==> config.mk <==
export PLATFORM = sky130hd
export DESIGN_NAME = cve2_rf_wb_queue
export DESIGN_NICKNAME = d
export VERILOG_FILES = /design/src/rtl/cve2_rf_wb_queue_pkg.sv /design/src/rtl/cve2_wb_fifo2.sv /design/src/rtl/cve2_rf_wb_queue.sv
export SDC_FILE = /design/constraint.sdc
export NUM_CORES = 1
export LEC_CHECK = 0
export ABC_AREA = 1
export CAP_MARGIN = 10
export CORE_UTILIZATION = 55
export CTS_CLUSTER_SIZE = 14
export DETAILED_ROUTE_END_ITERATION = 8
export HOLD_SLACK_MARGIN = 0.08
export MAX_ROUTING_LAYER = met4
export PLACE_DENSITY = 0.91
export REMOVE_ABC_BUFFERS = 1
export SETUP_SLACK_MARGIN = 0.1
export SLEW_MARGIN = 15
export SYNTH_ARGS = -nofsm -noshare
export SYNTH_HDL_FRONTEND = slang
export SYNTH_HIERARCHICAL = 1
export SYNTH_SLANG_ARGS = --single-unit
==> constraint.sdc <==
create_clock -name clk_i -period 3.8 [get_ports clk_i]
set_input_delay 1.14 -clock clk_i [delete_from_list [all_inputs] [get_ports clk_i]]
set_output_delay 1.14 -clock clk_i [all_outputs]
set_load 0.02 [all_outputs]
==> src/rtl/cve2_rf_wb_queue_pkg.sv <==
// Shared types and helpers for the register-file writeback queue.
//   wb_entry_t    : one queued result (destination register + data), default 32-bit data
//   onehot_reg    : 32-bit one-hot decode of a register address
//   addr_is_zero  : true when an address behaves as x0 (bit 4 set also counts under RV32E)
package cve2_wb_pkg;

  localparam int unsigned WbDataWidth = 32;

  typedef struct packed {
    logic [4:0]             addr;
    logic [WbDataWidth-1:0] data;
  } wb_entry_t;

  function automatic logic [31:0] onehot_reg(input logic [4:0] addr);
    logic [31:0] oh;
    oh       = '0;
    oh[addr] = 1'b1;
    return oh;
  endfunction

  function automatic logic addr_is_zero(input logic [4:0] addr, input logic rv32e);
    if (rv32e) begin
      return addr[4] || (addr[3:0] == 4'd0);
    end
    return addr == 5'd0;
  endfunction

endpackage

==> src/rtl/cve2_wb_fifo2.sv <==
// Dual-push / dual-pop circular buffer with occupancy count.
//   clk_i, rst_ni        : clock, asynchronous active-low reset
//   push0_i/push0_data_i : older entry to enqueue
//   push1_i/push1_data_i : younger entry, only meaningful together with push0_i
//   pop_num_i            : number of entries removed from the head (0..2)
//   head0_o / head1_o    : oldest and second-oldest entries
//   entries_o / valid_o  : raw storage and per-slot occupancy
//   count_o              : occupied entries
// The caller guarantees it never pushes into a full buffer or pops more than count_o.
module cve2_wb_fifo2 import cve2_wb_pkg::*; #(
  parameter int unsigned Depth = 4,
  parameter type entry_t = wb_entry_t,
  localparam int unsigned PtrW = $clog2(Depth),
  localparam int unsigned CntW = $clog2(Depth) + 1
) (
  input  logic            clk_i,
  input  logic            rst_ni,
  input  logic            push0_i,
  input  entry_t          push0_data_i,
  input  logic            push1_i,
  input  entry_t          push1_data_i,
  input  logic [1:0]      pop_num_i,
  output entry_t          head0_o,
  output entry_t          head1_o,
  output entry_t          entries_o [Depth],
  output logic [Depth-1:0] valid_o,
  output logic [CntW-1:0] count_o
);

  logic [PtrW-1:0] rptr_q, rptr_d;
  logic [PtrW-1:0] wptr_q, wptr_d;
  logic [PtrW-1:0] rptr_nx;
  logic [PtrW-1:0] offset;
  logic [CntW-1:0] count_q, count_d;
  entry_t          mem_q [Depth];
  entry_t          mem_d [Depth];

  always_comb begin
    mem_d  = mem_q;
    wptr_d = wptr_q;
    if (push0_i) begin
      mem_d[wptr_d] = push0_data_i;
      wptr_d        = wptr_d + 1'b1;
    end
    if (push1_i) begin
      mem_d[wptr_d] = push1_data_i;
      wptr_d        = wptr_d + 1'b1;
    end
    // Depth is a power of two, so pointer overflow is the modulo wrap.
    rptr_d  = rptr_q + PtrW'(pop_num_i);
    count_d = count_q + CntW'(push0_i) + CntW'(push1_i) - CntW'(pop_num_i);
  end

  always_ff @(posedge clk_i or negedge rst_ni) begin
    if (!rst_ni) begin
      rptr_q  <= '0;
      wptr_q  <= '0;
      count_q <= '0;
    end else begin
      rptr_q  <= rptr_d;
      wptr_q  <= wptr_d;
      count_q <= count_d;
    end
  end

  // Payload storage needs no reset: slots are only observed when valid.
  always_ff @(posedge clk_i) begin
    mem_q <= mem_d;
  end

  assign rptr_nx   = rptr_q + 1'b1;
  assign head0_o   = mem_q[rptr_q];
  assign head1_o   = mem_q[rptr_nx];
  assign entries_o = mem_q;
  assign count_o   = count_q;

  // A slot is occupied when its distance from the read pointer is below count.
  always_comb begin
    offset  = '0;
    valid_o = '0;
    for (int i = 0; i < Depth; i++) begin
      offset     = PtrW'(i) - rptr_q;
      valid_o[i] = {1'b0, offset} < count_q;
    end
  end

endmodule

==> src/rtl/cve2_rf_wb_queue.sv <==
// Writeback queue feeding the two write ports of the flip-flop register file.
//   clk_i, rst_ni             : clock, asynchronous active-low reset
//   p0_* (execute), p1_* (LSU): valid/ready result producers
//   waddr/wdata/we_a_o, _b_o  : register file write ports (A wins on equal address)
//   pending_o                 : bit i set while a queued entry targets register i
//   count_o, empty_o          : occupancy
// Results are kept in program order; up to two retire per cycle. All write-port
// and status outputs come from registered state only.
module cve2_rf_wb_queue import cve2_wb_pkg::*; #(
  parameter bit          RV32E     = 1'b0,
  parameter int unsigned DataWidth = 32,
  parameter int unsigned Depth     = 4,
  localparam int unsigned CntW     = $clog2(Depth) + 1
) (
  input  logic                 clk_i,
  input  logic                 rst_ni,
  input  logic                 p0_valid_i,
  output logic                 p0_ready_o,
  input  logic [4:0]           p0_addr_i,
  input  logic [DataWidth-1:0] p0_data_i,
  input  logic                 p1_valid_i,
  output logic                 p1_ready_o,
  input  logic [4:0]           p1_addr_i,
  input  logic [DataWidth-1:0] p1_data_i,
  output logic [4:0]           waddr_a_o,
  output logic [DataWidth-1:0] wdata_a_o,
  output logic                 we_a_o,
  output logic [4:0]           waddr_b_o,
  output logic [DataWidth-1:0] wdata_b_o,
  output logic                 we_b_o,
  output logic [31:0]          pending_o,
  output logic [CntW-1:0]      count_o,
  output logic                 empty_o
);

  // Same layout as wb_entry_t, sized to this instance's data width.
  typedef struct packed {
    logic [4:0]           addr;
    logic [DataWidth-1:0] data;
  } entry_t;

  localparam logic [CntW-1:0] DepthC   = CntW'(Depth);
  localparam logic [CntW-1:0] DepthM1C = CntW'(Depth - 1);

  logic [CntW-1:0]  count;
  logic             p0_store, p1_store;
  logic             push0, push1;
  entry_t           push0_data, push1_data;
  logic [1:0]       pop_num;
  entry_t           head0, head1;
  entry_t           entries [Depth];
  logic [Depth-1:0] valid;
  logic [31:0]      pend_vec;

  // Readiness uses the registered count only; p0 must leave room for p1
  // whenever p1 is also offering a result, since p1 is enqueued first.
  assign p1_ready_o = count < DepthC;
  assign p0_ready_o = p1_valid_i ? (count < DepthM1C) : (count < DepthC);

  // x0 writes (and x16..x31 under RV32E) complete the handshake but are dropped.
  assign p1_store = p1_valid_i && p1_ready_o && !addr_is_zero(p1_addr_i, RV32E);
  assign p0_store = p0_valid_i && p0_ready_o && !addr_is_zero(p0_addr_i, RV32E);

  // Compact the pushes so the older stored result always lands in slot 0.
  always_comb begin
    push0      = p1_store || p0_store;
    push1      = p1_store && p0_store;
    push0_data = p1_store ? entry_t'{addr: p1_addr_i, data: p1_data_i}
                          : entry_t'{addr: p0_addr_i, data: p0_data_i};
    push1_data = entry_t'{addr: p0_addr_i, data: p0_data_i};
  end

  cve2_wb_fifo2 #(
    .Depth   (Depth),
    .entry_t (entry_t)
  ) u_fifo (
    .clk_i        (clk_i),
    .rst_ni       (rst_ni),
    .push0_i      (push0),
    .push0_data_i (push0_data),
    .push1_i      (push1),
    .push1_data_i (push1_data),
    .pop_num_i    (pop_num),
    .head0_o      (head0),
    .head1_o      (head1),
    .entries_o    (entries),
    .valid_o      (valid),
    .count_o      (count)
  );

  // With two entries the older goes on B and the younger on A, so the
  // register file's A-priority leaves the younger value on an address clash.
  always_comb begin
    we_a_o    = 1'b0;
    waddr_a_o = '0;
    wdata_a_o = '0;
    we_b_o    = 1'b0;
    waddr_b_o = '0;
    wdata_b_o = '0;
    pop_num   = 2'd0;
    if (count == CntW'(1)) begin
      we_a_o    = 1'b1;
      waddr_a_o = head0.addr;
      wdata_a_o = head0.data;
      pop_num   = 2'd1;
    end else if (count >= CntW'(2)) begin
      we_a_o    = 1'b1;
      waddr_a_o = head1.addr;
      wdata_a_o = head1.data;
      we_b_o    = 1'b1;
      waddr_b_o = head0.addr;
      wdata_b_o = head0.data;
      pop_num   = 2'd2;
    end
  end

  always_comb begin
    pend_vec = '0;
    for (int i = 0; i < Depth; i++) begin
      if (valid[i]) begin
        pend_vec = pend_vec | onehot_reg(entries[i].addr);
      end
    end
  end

  assign pending_o = {pend_vec[31:1], 1'b0};
  assign count_o   = count;
  assign empty_o   = (count == '0);

endmodule

# --- Word-level counts from Yosys, hierarchy flattened ---
# Cells that the tools add are included.
classes:
  addsub: 11
  n_mux: 43
  n_eq_ne: 1
  order_cmp: 21
  reduce_logical: 17
  bitwise: 7
ops:
  columns: ["op", "count"]
  rows:
  - ["bitwise mux 148 bit", 2]
  - ["two-way mux 148 bit", 2]
  - ["two-way mux 37 bit", 7]
  - ["two-way mux 32 bit", 8]
  - ["binary-select mux 37 bit (select 2 bit)", 2]
  - ["demux 37 bit (select 2 bit)", 2]
  - ["OR 32 bit", 3]
  - ["less-than comparator 5 x 6 -> 1 bit, second input constant", 4]
  - ["demux 1 bit (select 5 bit)", 4]
  - ["greater-or-equal comparator 5 x 1 -> 1 bit, second input constant", 4]
  - ["two-way mux 5 bit", 4]
  - ["greater-or-equal comparator 3 bit, second input constant", 4]
  - ["less-than comparator 2 x 3 -> 1 bit", 4]
  - ["NOT 2 -> 3 bit", 4]
  - ["logical AND 1 bit", 11]
  - ["logical NOT 5 bit", 2]
  - ["two-way mux 1 bit", 8]
  - ["two-way mux 2 bit", 4]
  - ["adder 2 x 1 -> 2 bit, second input constant", 3]
  - ["adder 3 x 1 -> 3 bit", 2]
  - ["less-than comparator 3 x 1 -> 1 bit, second input constant", 2]
  - ["subtractor 1 x 2 -> 2 bit, first input constant", 2]
  - ["subtractor 2 bit, first input constant", 2]
  - ["equality test 3 x 1 -> 1 bit, second input constant", 1]
  - ["8 further kinds", 9]
totals:
  elab_cells: 111
  in_bits: 78
  register_bits: 155
  output_inout_bits: 114

# --- Logic depth before layout (Yosys ltp) ---
logic_depth:
  word_depth: 13
  ltp_mapped: 14
  mapped_depth_nobuf: 12

# --- Modules after synthesis ---
# Netlist, hierarchy kept.
by_module_without_submodules:
  columns: ["mod", "n_inst", "area_per_inst_um2", "cells_per_inst"]
  rows:
  - ["cve2_wb_fifo2", 1, 9246.4, 1443]
  - ["cve2_rf_wb_queue", 1, 2531.2, 614]

# --- Least setup slack after synthesis ---
# OpenSTA, ideal clock, no wires.
synth_timing:
  path_type: "register to output"
  from: "register u_fifo.rptr_q[0]"
  to: "output pending_o[27]"
  slack_ps: 496
  n_path_buf: 2
  t_arrival_ps: 2164
  stages_incl_launch_ff: 14
  path_cell_list: "dfrtp_1 nand2_1 inv_1 buf_2 buf_2 nor2_1 inv_1 ha_1 a21oi_1 or2_2 nand3_1 inv_1 nand2_1 nand4_1"
synth_between:
  word_cells_on_any_way: 15
synth_lines:
  columns: ["element", "line_no", "source"]
  rows:
  - ["start, declared", "cve2_wb_fifo2.sv:30", "logic [PtrW-1:0] rptr_q, rptr_d;"]
  - ["start signal, assigned", "cve2_wb_fifo2.sv:60", "rptr_q <= rptr_d;"]
  - ["subtractor 2 bit (*)", "cve2_wb_fifo2.sv:82", "offset = PtrW'(i) - rptr_q;"]
  - ["less-than comparator 2 x 3 -> 1 bit (*)", "cve2_wb_fifo2.sv:83", "valid_o[i] = {1'b0, offset} < count_q;"]
  - ["net valid[2]", "cve2_rf_wb_queue.sv:52", "logic [Depth-1:0] valid;"]
  - ["two-way mux 32 bit (*)", "cve2_rf_wb_queue.sv:120", "if (valid[i]) begin"]
  - ["OR 32 bit", "cve2_rf_wb_queue.sv:121", "pend_vec = pend_vec | onehot_reg(entries[i].addr);"]
  - ["two-way mux 32 bit (*)", "cve2_rf_wb_queue.sv:120", null]
  - ["end, declared", "cve2_rf_wb_queue.sv:31", "output logic [31:0] pending_o,"]
# The timed path passes the listed nets; every way through them passes the cells marked *.

==> results.py <==
metrics = {
    "outcome": {
        "status": "finished, final reports clean",
    },
    "yosys": {
        "synth_area_sq_um": 11800,
        "synth.area.top_cells": "nand2_1 (27%), dfxtp_1 (25%), nand4_1 (11%)",
        "synth_warnings": 6,
        "synth_compound_area_frac": 0.115,
        "netlist_instances": 2057,
        "synth_adder_area_share": 0.0151,
        "synth.ff_latch_count": 155,
        "syn_area_per_cell_sq_um": 5.73,
        "synth_top_family_by_area": "simple AND/OR/NAND/NOR gates",
        "synth_area_leader_cell": "nand2_1",
        "synth.yosys.seq_area_share": 0.266,
        "yosys.area_share.simple": 0.494,
        "yosys-mux-area-fraction": 0,
        "synth.distinct_cells": 29,
        "synth_top_cell_area_share": 0.270,
        "synth_xor_area_frac": 0.00372,
    },
    "sta": {
        "period_share": 0.955,
        "period_needed_ns": 3.63,
        "fin_tns_setup_ns": 0,
        "rsz0062_at_grt": "yes",
        "fin_skew_ns": 0.00964,
        "worst_slew_pin_slew_ns": 0.659,
        "fmax_ghz": 0.275,
        "fin_ws_ns": 0.169,
        "slew_headroom": 0.561,
        "setup_violations": 0,
        "hold_viol_final": 0,
        "drv_slew": 0,
    },
    "cells_and_area": {
        "nets": 2268,
        "drive_gt1_frac": 0.0854,
        "num-fill-cells": 1732,
        "syn_to_final_growth_pct": 23.6,
        "diodes": 0,
        "finalNonFillerCells": 2465,
        "post-route-util": 0.692,
        "final_area_sq_um": 14600,
    },
    "placement": {
        "dp_hpwl_microns": 26900,
        "preCtsSetupSlack_ns": 0.0423,
        "place_area_sq_um": 13900,
        "port_buffers": 190,
        "gp_congestion": 1.01,
        "placedCellCount": 2429,
    },
    "clock_tree": {
        "cts_buffers": 17,
        "cts_sinks": 155,
        "worstSkewPairLatency_ns": 0.44,
        "cts-htree-levels": 4,
        "cts_tree": "built",
        "path_clk_slew_ns": 0.07,
        "ctsHoldBuffers": 0,
        "cts_buffer_depth": 2,
        "cts-root-buf": "clkbuf_16",
    },
    "worst_hold_path": {
        "whs_endpoint": "u_fifo/entries_o[123]$_DFF_P_",
        "hold_class": "flop to flop",
        "hold_depth": 4,
        "hold_start": "u_fifo/entries_o[123]$_DFF_P_",
    },
    "routing": {
        "ant_nets": 0,
        "routed_via_density": 6.16,
        "drc": 0,
        "drtPass1Iterations": 7,
        "num_vias": 15188,
        "routedWlPerCell_microns": 17.7,
        "dr.first_iter.drc_count": 1861,
        "wl_microns": 43700,
    },
    "setup_path": {
        "crit_path_frequent_cell": "inv_1",
        "path_class": "flop to output port",
        "cpLargestDelayFamily": "buffers and inverters",
        "path_buf_inv": 5,
        "r2r_end": "u_fifo/count_o[2]$_DFF_PN0_",
        "cp-start-kind": "flop",
        "worstPathMaxFanout": 30,
        "r2r_setup_slack_ns": 0.79,
        "critPathMaxStageDelay_ns": 0.43,
        "r2r_start": "u_fifo/count_o[0]$_DFF_PN0_",
        "crit_slowest_cell": "dfrtp_1",
        "crit_arrival_ns": 2.49,
        "path_cells": "buf_4 > inv_1 > nor2_4 > buf_12 > a22oi_1 > nand2_1 > inv_1 > o21ai_0 > clkdlybuf4s15_1",
        "critPathRequiredTime_ns": 2.66,
        "cp-end-kind": "output port",
        "rr_worst_depth": 13,
    },
    "job": {
        "drv_cap": 0,
    },
    "die": {
        "rows": 53,
        "core_sq_um": 21000,
        "die_area_sq_um": 22000,
        "die_height_microns": 148,
        "initial_utilization": 0.560,
        "die_width_microns": 148,
        "io_pins": 192,
    },
    "grt": {
        "antenna_found_initial": 0,
        "grt_max_degree": 103,
        "grt_overflow_total": 0,
        "grt_pass1_vias": 14111,
        "grt_pass1_wl_microns": 68600,
        "track_usage": 0.400,
    },
    "power": {
        "ir_worst_vdd_mv": 0.753,
        "p_leak_uw": 0.00752,
        "clockPowerShare": 0.115,
        "internal_power_uw": 6820,
        "switching_share": 0.547,
        "p_switching_uw": 8240,
        "seqPwrFrac": 0.214,
        "pwr-share-comb": 0.671,
        "power_density_nw_per_um2": 1030,
    },
}
==> worst reg2reg max path, delay by kind of cell (launching register included) <==
kind / cells / cell delay [ns]
flops: 1 / 0.41
simple gates: 5 / 0.80
buf+inv: 3 / 0.28
fa+ha+maj: 3 / 1.05
xor+xnor: 2 / 0.38
==> what timing repair did <==
action | CTS | global route
gates resized for setup | 109 | 141
setup buffers | 1 | 2
hold endpoints to repair | 0 | 0
pin swaps | 0 | 8
setup endpoints to repair | 67 | 86
cloned | 1 | 0
==> cell type report <==
type	count	area, sq um	area share
clock inverters	12	136	0.00937
clock buffers	20	457	0.0314
multi-input cells	1635	7600	0.522
inverters	116	438	0.0301
well taps	275	344	0.0236
repair buffers	252	2440	0.167
flip-flops and latches	155	3140	0.216
==> logic make-up (layout without fill, tap and decap cells) <==
family                   after synthesis  count (layout)
AND/OR/NAND/NOR                     1372            1372
other                                  1               1
AO/OA/AOI/OAI                        244             244
adder cells (fa/ha/maj)               13              13
buffers and inverters                267             400
flip-flops                           155             155
XOR/XNOR                               5               5
==> metrics by stage <==
stage	power [uW]	hold slack, ns
floorplan	8930	0.542
global placement	12800	0.555
detailed placement	13100	0.565
CTS	14700	0.583
global route	16000	0.621
finish	15100	0.583
==> registers in the layout, summed over array words and instances, names as in the netlist <==
name / count
u_fifo/entries_o: 148
u_fifo/count_o: 3
u_fifo/rptr_q: 2
u_fifo/wptr_q: 2
==> routing by layer <==
layer,global-route usage,part of all wire,up-vias
li1,-,-,6982
met1,0.473,0.36,6639
met4,0.254,0.052,0
met3,0.0660,0.13,286
met2,0.634,0.45,1281
met5,-,0,-
==> synthesized netlist by cell type (all sizes together) <==
cell type and count:
nor3 1, buf 110, o21bai 1, a22oi 54
xor2 3, nand3 87, clkbuf 41, dfrtp 7
or2 3, fa 2, nand3b 1, nand2 851
conb 1, xnor2 2, o21ai 185, ha 11
dfxtp 148, inv 116, a21oi 4, nor2 231
nand4 198
==> cell usage in the layout (no fill, tap or decap), drive strengths merged, types with 2 or more instances in the layout <==
| cell type | netlist | layout |
|---|---|---|
| inv | 116 | 119 |
| o21ai | 185 | 185 |
| nand3 | 87 | 87 |
| a21oi | 4 | 4 |
| buf | 110 | 72 |
| clkdlybuf4s15 | 0 | 5 |
| dfxtp | 148 | 148 |
| a22oi | 54 | 54 |
| ha | 11 | 11 |
| clkdlybuf4s50 | 0 | 85 |
| clkinvlp | 0 | 3 |
| clkinv | 0 | 4 |
| nor2 | 231 | 231 |
| dlygate4sd2 | 0 | 21 |
| xor2 | 3 | 3 |
| dlymetal6s2s | 0 | 38 |
| fa | 2 | 2 |
| clkbuf | 41 | 48 |
| dfrtp | 7 | 7 |
| bufinv | 0 | 2 |
| dlygate4sd1 | 0 | 2 |
| or2 | 3 | 3 |
| xnor2 | 2 | 2 |
| nand4 | 198 | 198 |
| nand2 | 851 | 851 |
==> worst max path at each step <==
| stage | startpoint | to | slack, ns | depth (start not counted) |
|---|---|---|---|---|
| after detailed placement | p1_valid_i | u_fifo/count_o[2]$_DFF_PN0_ | 0.04 | 13 |
| after global routing | u_fifo/rptr_q[1]$_DFF_PN0_ | pending_o[1] | 0.04 | 13 |
| after CTS | u_fifo/rptr_q[0]$_DFF_PN0_ | wdata_a_o[7] | 0.02 | 9 |
| after global placement | u_fifo/rptr_q[1]$_DFF_PN0_ | pending_o[9] | 0.13 | 12 |
| after floorplan | p1_valid_i | u_fifo/entries_o[100]$_DFF_P_ | -6.25 | 7 |
| final | u_fifo/rptr_q[0]$_DFF_PN0_ | waddr_a_o[4] | 0.17 | 9 |
==> power groups by stage <==
stage	combinational (uW)	sequential, uW	clock (uW)
floorplan	5920	3010	0
global placement	9660	3140	0
detailed placement	9890	3180	0
CTS	9820	3170	1710
global route	10900	3310	1790
finish	10100	3210	1730
Note: power is estimated with default switching activity, not from simulation.
